===== src/rtl/fetch_unit.sv =====
// fetch_unit: instruction fetch stage of the nemesys core.
// Owns the PC, reads the instruction memory combinationally, and buffers each
// {pc, inst} pair in a 2-entry queue that decode drains through out_valid/out_ready.
// Optional feature macro: FETCH_BOUNDS_EN (sticky out-of-bounds fault and fetch halt).
//
// Handshake: an entry transfers on a cycle where out_valid=1 and out_ready=1;
// the head (out_inst/out_pc) stays stable while out_valid=1 and out_ready=0,
// and out_valid never depends combinationally on out_ready.

`ifndef WIDTH
`define WIDTH 32
`endif

module fetch_unit #(
  parameter logic [31:0] RESET_PC  = 32'd0,
  parameter int          MEM_DEPTH = 16
) (
  input  logic              clk,
  input  logic              rst,
  output logic [31:0]       pc,
  input  logic [`WIDTH-1:0] inst,
  input  logic              redirect_valid,
  input  logic [31:0]       redirect_target,
  output logic              out_valid,
  input  logic              out_ready,
  output logic [`WIDTH-1:0] out_inst,
  output logic [31:0]       out_pc,
  output logic              fault
);

  // Queue storage: slot 0 is always the head, slot 1 the second-oldest entry.
  logic [1:0]        count;
  logic [31:0]       q_pc   [2];
  logic [`WIDTH-1:0] q_inst [2];

  logic halt;
  logic redir;
  logic deq;
  logic enq;

`ifdef FETCH_BOUNDS_EN
  logic oob;
  assign oob  = (pc >= 32'(MEM_DEPTH));
  assign halt = oob | fault;

  // Sticky fault: set the first time the PC sits out of bounds while a push would be possible.
  always_ff @(posedge clk) begin
    if (rst) begin
      fault <= 1'b0;
    end else if (oob && (count != 2'd2)) begin
      fault <= 1'b1;
    end
  end
`else
  assign halt  = 1'b0;
  assign fault = 1'b0;
  // The depth only matters for the bounds check; keep it referenced so the
  // default build elaborates it without complaint.
  logic unused_depth;
  assign unused_depth = (pc >= 32'(MEM_DEPTH));
`endif

  // A halted unit ignores redirects entirely so the faulting state stays frozen.
  assign redir     = redirect_valid & ~halt;
  assign out_valid = (count != 2'd0);
  assign deq       = out_valid & out_ready;
  assign enq       = ~redirect_valid & ~halt & ((count != 2'd2) | deq);
  assign out_pc    = q_pc[0];
  assign out_inst  = q_inst[0];

  // PC and occupancy: reset beats redirect, redirect beats normal push/pop.
  always_ff @(posedge clk) begin
    if (rst) begin
      pc    <= RESET_PC;
      count <= 2'd0;
    end else if (redir) begin
      pc    <= redirect_target;
      count <= 2'd0;
    end else begin
      if (enq) begin
        pc <= pc + 32'd1;
      end
      count <= count + {1'b0, enq} - {1'b0, deq};
    end
  end

  // Queue payload: shift on pop, then write the new entry into the first free slot.
  // Payload needs no reset; occupancy alone decides what is valid.
  always_ff @(posedge clk) begin
    if (deq) begin
      q_pc[0]   <= q_pc[1];
      q_inst[0] <= q_inst[1];
    end
    if (enq) begin
      if ((count == 2'd0) || ((count == 2'd1) && deq)) begin
        q_pc[0]   <= pc;
        q_inst[0] <= inst;
      end else begin
        q_pc[1]   <= pc;
        q_inst[1] <= inst;
      end
    end
  end

endmodule

===== config.mk =====
export PLATFORM = sky130hd
export DESIGN_NAME = fetch_unit
export DESIGN_NICKNAME = d
export VERILOG_FILES = /design/src/rtl/fetch_unit.sv
export SDC_FILE = /design/constraint.sdc
export NUM_CORES = 1
export LEC_CHECK = 0
export ABC_AREA = 0
export BUFFER_PORTS_ARGS = -buffer_cell sky130_fd_sc_hd__buf_2
export CAP_MARGIN = 30
export CORE_MARGIN = 5
export CORE_UTILIZATION = 25
export DETAILED_ROUTE_END_ITERATION = 7
export GPL_TIMING_DRIVEN = 0
export SLEW_MARGIN = 10
export SYNTH_ARGS = -nofsm -noshare
export SYNTH_HDL_FRONTEND = slang
export SYNTH_SLANG_ARGS = --single-unit

===== constraint.sdc =====
create_clock -name clk -period 4.2 [get_ports clk]
set_input_delay 0.42 -clock clk [delete_from_list [all_inputs] [get_ports clk]]
set_output_delay 0.42 -clock clk [all_outputs]
set_load 0.02 [all_outputs]

# Word-level counts from Yosys, hierarchy flattened
# Memory sizes are Yosys's and may differ from the RTL's.
# Index checks and enable logic that the tools add are counted.
# Widths: inputs -> output; s select.
dict set report op_classes {
  bitwise 6
  reduce_logical 6
  addsub 3
  n_eq_ne 2
  muxes 12
}
# op count
set ops {}
lappend ops {{$mux 32} 4}
lappend ops {{$add 32x1->32 const B} 1}
lappend ops {{$mux 1} 8}
lappend ops {{$reduce_bool 2->1} 2}
lappend ops {{$or 1x1->1} 3}
lappend ops {{$add 2x1->2} 1}
lappend ops {{$and 1x1->1} 2}
lappend ops {{$eq 2x1->1 const B} 1}
lappend ops {{$logic_not 2->1} 1}
lappend ops {{$ne 2x2->1 const B} 1}
lappend ops {{$reduce_or 2->1} 1}
lappend ops {{$sub 2x1->2} 1}
lappend ops {{$logic_and 1x1->1} 1}
lappend ops {{$logic_or 1x1->1} 1}
lappend ops {{$not 1->1} 1}
dict set report totals {
  wordCells 33
  ramBits 128
  memories 2
  regBits 34
  inputBits 68
}
# name words width read_ports rd_ports_with_merged_regs wr line_no
set memory_table {}
lappend memory_table {q_inst 2 32 2 0 2 34} ;# logic [`WIDTH-1:0] q_inst [2];
lappend memory_table {q_pc 2 32 2 0 2 33} ;# logic [31:0] q_pc [2];

# Logic depth before layout (Yosys ltp)
# Gate-level depths: netlist of the first run.
dict set report depth {
  ltp_word 8
  depth_mapped 9
}

# Worst setup path after synthesis of the first run
# Ideal clock, no wire load.
dict set report synth_path {
  kind {input to register}
  from {input redirect_valid}
  to {memory q_inst[0][32] (netlist bit) (enable)}
  required_time_ps 3714
  stages 4
  path_slack_ps 75
  n_path_buf 3
  setup_ps 486
  t_arrival_ps 3639
  path_cell_list {clkbuf_1 clkbuf_1 buf_1 nor2_1}
}
# item line_no
set synth_rtl {}
lappend synth_rtl {{start: declaration} 22} ;# input logic redirect_valid,
lappend synth_rtl {{end: declaration} 34}

==> results of run 1 <==
-- synth_stat cells (7+ instances only) --
cell type / count
nand3_1: 16
clkbuf_1: 10
mux2_2: 59
o21a_1: 18
dfxtp_1: 34
inv_1: 21
mux2i_1: 7
nor2_1: 14
edfxtp_1: 128
nand4_1: 10
and4_1: 7
a21oi_1: 22
xnor2_1: 25
nand2_1: 10
buf_4: 67
-- per-layer routing --
layer / share of wire [%] / track usage [%] / up-vias
met2: 48 / 18.3 / 126
met4: 1.2 / 2.97 / 4
li1: - / - / 2155
met3: 7.1 / 3.99 / 20
met1: 43 / 13.2 / 2131
met5: 0.19 / 0 / -
-- flip-flops by register name, summed over array words and instances, names as in the netlist --
register	cells
count	2
pc	32
q_inst	64
q_pc	64
-- through the flow --
step / std cells / hold slack [ps] / TNS (ps)
global route: 1087 / 154 / 0
global placement: 1052 / 507 / -175340
finish: 1088 / 185 / 0
detailed placement: 1055 / 517 / 0
floorplan: 511 / 492 / 0
CTS: 1087 / 158 / 0
-- worst max-delay path, stage by stage (launching register included) --
cell and delay [ps]:
dfxtp_1 330, nor2b_1 140, or3_1 340, buf_2 230
buf_2 260, nand2b_4 450, buf_12 310
-- where the power goes --
group | internal, uW | switching (uW) | total, uW
clock | 947 | 682 | 1630
sequential | 1850 | 56.8 | 1910
combinational | 245 | 294 | 539
-- cells in the final DEF (no fill, tap or decap), drive strengths merged, types with 3 or more instances in the layout --
| cell type | instances |
|---|---|
| o21a | 18 |
| nand4 | 12 |
| a21oi | 22 |
| mux2 | 63 |
| mux2i | 7 |
| dfxtp | 34 |
| nor4 | 3 |
| nand2 | 10 |
| edfxtp | 128 |
| nand3 | 16 |
| o21ai | 3 |
| and3 | 4 |
| bufinv | 3 |
| clkinv | 5 |
| clkbuf | 28 |
| xnor2 | 25 |
| ha | 3 |
| nor3 | 6 |
| nor2b | 3 |
| xor2 | 6 |
| buf | 243 |
| o22ai | 3 |
| and2 | 6 |
| inv | 26 |
| nor2 | 14 |
| and4 | 7 |
-- final cells by class --
class	instances	area, um2
clock inverters	14	178
clock buffers	18	429
fillers	2814	18800
repair buffers	166	876
well taps	378	473
inverters	21	78.8
flip-flops and latches	162	4520
plain buffers	87	601
diodes	1	2.50
multi-input cells	241	1930
-- cells by family (layout without fill, tap and decap cells) --
kind of cell	count (synthesis)	in the layout	synth area share [%]
flip-flops	162	162	63.6
AND/OR/NAND/NOR	88	88	7.39
XOR/XNOR	31	31	3.82
AO/OA/AOI/OAI	48	48	4.13
other	1	2	0.0527
multiplexers	70	70	11.0
adder cells (fa/ha/maj)	3	3	0.528
buffers and inverters	108	306	9.55
-- worst min-delay path by stage --
stage	slack, ps	startpoint	end	cells after the start
2_1_floorplan	490	rst	pc[5]$_SDFFE_PP0P_	1
3_3_place_gp	510	q_pc[0][59]$_DFFE_PP_	q_pc[0][27]$_DFFE_PP_	2
3_5_place_dp	520	q_pc[0][59]$_DFFE_PP_	q_pc[0][27]$_DFFE_PP_	2
4_1_cts	160	inst[26]	q_inst[0][58]$_DFFE_PP_	1
5_1_grt	150	inst[9]	q_inst[0][41]$_DFFE_PP_	1
6_report	190	inst[26]	q_inst[0][58]$_DFFE_PP_	1
==> metrics.txt, run 1 <==
outcome=completed; fin nets=about 770; Post-Syn Area=just over 7000 um2; clk slew on worst S/H paths=70 ps; # H-tree levels=4; Synth area leaders=edfxtp_1 54%, dfxtp_1 9.6%, mux2_2 9.3%; worst r2r path cells=6; worst rel slew slack=47.8%; Mapped Cells=511; # rows=61; DP Wirelength=12.5 mm; Max FO, Critical Path=34; DRT Pass-1 Iters=4; max_cap viols=0; number of nets with antenna violations after routing=0; setup violators final=0; Slew Limit Fails=0; num ports=166; Pwr Total=4080 uW; GPL Wtd Cong=0.721; PostCTS Resize Cnt=0; Syn Area/Cell=13.9 um2; top cell type's share of synthesized area=between 50% and 60%; Via Count=between 4000 and 5000; first-pass GRT wire length=approximately 26 mm; Hold-fix buffers, CTS=0; initial antenna violation count=3; dpl ws=1550 ps; worst endpoint required time=between 4000 and 5000 ps; Crit. End Element=flip-flop; crit path capture=q_inst[0][12]$_DFFE_PP_; CTS max path bufs=2; largest net degree at the start of global routing=35; Starting DRT DRC Count=about 180; Post-synth ARST share=0%; GRT Resource Usage Total=between 10% and 20%; final WL=17.5 mm; maximum achievable frequency=around 420 MHz; worst r2r src=count[0]$_SDFF_PP0_; min cycle time layout=roughly 2400 ps; Routed WL per cell=16.1 um; pwr dens=about 450 nW/um2; Initial Util=~25%; total CTS buffers=17; critical path class=flip-flop to flip-flop; dpl cell area=8480 um2; detailed-route DRC error count=0; via density per instance=4.08; Lkg Pwr=0.00368 uW; final worst slack=1810 ps; top_reg_cell synth=edfxtp_1; die width=179 um; number of synthesized flops with an enable pin=128; layout cells sized above 1=48.1%; Yosys reg bits=162; TritonCTS clock tree=yes; aggregate global routing overflow=0; P&R area growth vs syn=27.7%; post-CTS setup buffers=0; synth unique cells=37; Setup crit start kind=flip-flop; Core ar.=27900 um2; reg-to-reg critical path endpoint=q_inst[0][12]$_DFFE_PP_; Setup Skew=4.54 ps; register area share after synthesis=63.6%; full die area=31900 um2; RSZ-0062 raised after global routing=false; CP arrival=2510 ps; final number of hold-violating endpoints=0; Ys Warns=0; worst reg2reg setup slack=1810 ps; root buffer cell=clkbuf_16; Num Clock Sinks=~160; Worst Tran Pin Value=about 780 ps; Synth area leader=edfxtp_1; Synthesized Nets=between 500 and 600; Die H=about 180 um; number of global-route vias before repair=4379; fin area=9090 um2; fin util=32.5%; clock latency on the worst-skew pair=420 ps; Port Buf Inserts=163; period utilization=a little under three fifths; Peak supply drop=0.216 mV; launch point of the worst path=count[0]$_SDFF_PP0_; worst hold path type=input pin to flip-flop
Note: power is estimated with default switching activity, not from simulation.
==> run 2, diff against run 1 <==
clock period = 2.15 ns   (was 4.2 ns; I/O delays follow)
==> run 2 against run 1 <==
Against the previous run: critical path depth is 3 higher; register-to-register slack worse by 1700 ps; cell area is 3.9% higher; sequential power up 95%; hold slack lost 150 ps; non-clock buffer count is 33 higher; critical endpoint is now count[1]$_SDFF_PP0_; largest cell class unchanged; highest routed layer unchanged.
==> metrics.txt, run 2 (same netlist as run 1, synthesis figures left out) <==
outcome=completed; Peak supply drop=0.490 mV (+130%); Die H=179 um (unchanged); fin nets=801 (+4.4%); layout cells sized above 1=46.3% (-1.8 points); initial antenna violation count=3 (unchanged); Worst Tran Pin Value=834 ps (+50.2 ps); full die area=31900 um2 (unchanged); number of global-route vias before repair=4561 (+4.2%); Port Buf Inserts=163 (unchanged); maximum achievable frequency=492 MHz (+18%); Initial Util=25.5% (unchanged); # H-tree levels=4 (unchanged); num ports=166 (unchanged); Largest regs=q_inst x64, q_pc x64, pc x32; met3 Use GR=3.61% (-0.38 points); DP Wirelength=12.4 mm (-0.78%); via density per instance=4.03 (-1.0%); GR peak layer=met2; max_cap viols=0 (unchanged); Routed WL per cell=15.7 um (-2.0%); DRT Pass-1 Iters=4 (unchanged); Lkg Pwr=0.00383 uW (+4.1%); detailed-route DRC error count=0 (unchanged); fin area=9440 um2 (+3.9%); worst r2r src=count[1]$_SDFF_PP0_; Crit. End Element=flip-flop; HP Start=redirect_target[4]; root buffer cell=clkbuf_16; GRT Resource Usage Total=10.9% (+0.050 points); worst hold path type=input pin to flip-flop; Setup crit start kind=flip-flop; clock latency on the worst-skew pair=430 ps (about the same); critical path class=flip-flop to flip-flop; # rows=61 (unchanged); dpl cell area=8490 um2 (about the same); RSZ-0062 raised after global routing=false; number of nets with antenna violations after routing=0 (unchanged); Starting DRT DRC Count=222 (+23%); pwr dens=845 nW/um2 (+88%); period utilization=94.6% (+38 points); met1 usage=13.0% (-0.17 points); Hold Path Sink=pc[4]$_SDFFE_PP0P_; most common cell after layout, fill and taps aside=buf_2; die width=179 um (unchanged); hold path depth=3 (+2); worst endpoint required time=2470 ps (-1840 ps); total CTS buffers=17 (unchanged); setup violators final=0 (unchanged); CTS max path bufs=2 (unchanged); fillers=2828 (+0.50%); Core ar.=27900 um2 (unchanged); aggregate global routing overflow=0 (unchanged); Setup Skew=11.4 ps (+6.81 ps); largest net degree at the start of global routing=45 (+29%); clk slew on worst S/H paths=70 ps (about the same); min cycle time layout=2030 ps (-360 ps); Slew Limit Fails=0 (unchanged); area of the multi-input gates=1940 um2 (+0.45%); final WL=17.7 mm (+1.0%); first-pass GRT wire length=26.1 mm (+1.2%); Via Count=4527 (+2.1%); TritonCTS clock tree=yes; Seq. cell area=4520 um2 (unchanged); met2 Track Usage GR=18.7% (+0.39 points); CP arrival=2360 ps (-150 ps); worst r2r path cells=9 (+3); final number of hold-violating endpoints=0 (unchanged); reg-to-reg critical path endpoint=count[1]$_SDFF_PP0_; P&R area growth vs syn=32.7%; Max FO, Critical Path=10 (-71%); most frequent cells in the layout=168 x buf_2, 128 x edfxtp_1, 69 x buf_4; worst reg2reg setup slack=120 ps (-1690 ps); worst rel slew slack=44.4% (-3.3 points); Pwr Total=7970 uW (+96%); GPL Wtd Cong=0.717 (-0.58%); Num Clock Sinks=162 (unchanged)
run 2: changes by cell type in the layout (fill, tap and decap cells not counted), moves of 2 or more:
cell / previous run / this run
buf_4: 67 / 69
bufinv_16: 3 / 1
clkinv_2: 2 / 0
clkinv_8: 0 / 3
dlygate4sd3_1: 0 / 32
inv_6: 5 / 2
inv_8: 0 / 5
run 2: what timing repair did:
action,in CTS,in global routing
hold buffers,32,0
hold endpoints to repair,32,0
gates resized for setup,0,2
cloned,1,0
setup endpoints to repair,44,44
buffers inserted,1,0
run 2: per-layer routing:
layer,part of all wire (%),up-vias,wire length [um]
met5,0.15,-,27
met4,0.89,4,157
met3,7.1,14,1250
met2,49,127,8610
met1,43,2157,7620
li1,-,2225,-
run 2: area by class of cell:
cell class                 count  share of cell area [%]
clock inverter                15                    1.99
inverter                      21                   0.835
timing repair buffer         199                    12.8
clock buffer                  17                    4.51
buffer                        87                    6.39
tap                          378                    5.01
multi-input combinational    242                    20.5
sequential                   162                    47.9
antenna                        1                  0.0265
run 2: power by group:
part	internal, uW	switching (uW)	total (uW)
Clock	1680	1460	3140
Sequential	3620	111	3730
Combinational	524	584	1110
run 2: worst max-delay path by stage:
stage               cells past startpoint                start                      end
finish                                  9  count[1]$_SDFF_PP0_      count[1]$_SDFF_PP0_
global route                            4  count[0]$_SDFF_PP0_    q_pc[0][19]$_DFFE_PP_
CTS                                     6  count[0]$_SDFF_PP0_    q_pc[0][30]$_DFFE_PP_
detailed placement                      6  count[0]$_SDFF_PP0_    q_pc[0][19]$_DFFE_PP_
global placement                        4       redirect_valid  q_inst[0][47]$_DFFE_PP_
floorplan                               4       redirect_valid  q_inst[0][32]$_DFFE_PP_
run 2: critical path, stage by stage (launching register included):
cell      delay [ps]
dfxtp_1          410
or3b_4           430
buf_2            210
nand2b_1          90
ha_1             220
inv_1             60
ha_1             140
xor2_1           190
xnor2_1          140
nor2_1            50
run 2: through the flow:
step | std cells | TNS [ps] | utilization, % | hold WS [ps] | worst slack [ps]
floorplan | 511 | 0 | - | 287 | 22.7
global placement | 1052 | -90640 | 30.1 | 409 | -1020
detailed placement | 1055 | -13430 | 30.4 | 410 | -242
CTS | 1121 | 0 | 33.8 | 12.1 | 31.2
global route | 1122 | 0 | 33.8 | 34.8 | 2.10
finish | 1122 | 0 | 33.8 | 36.5 | 115
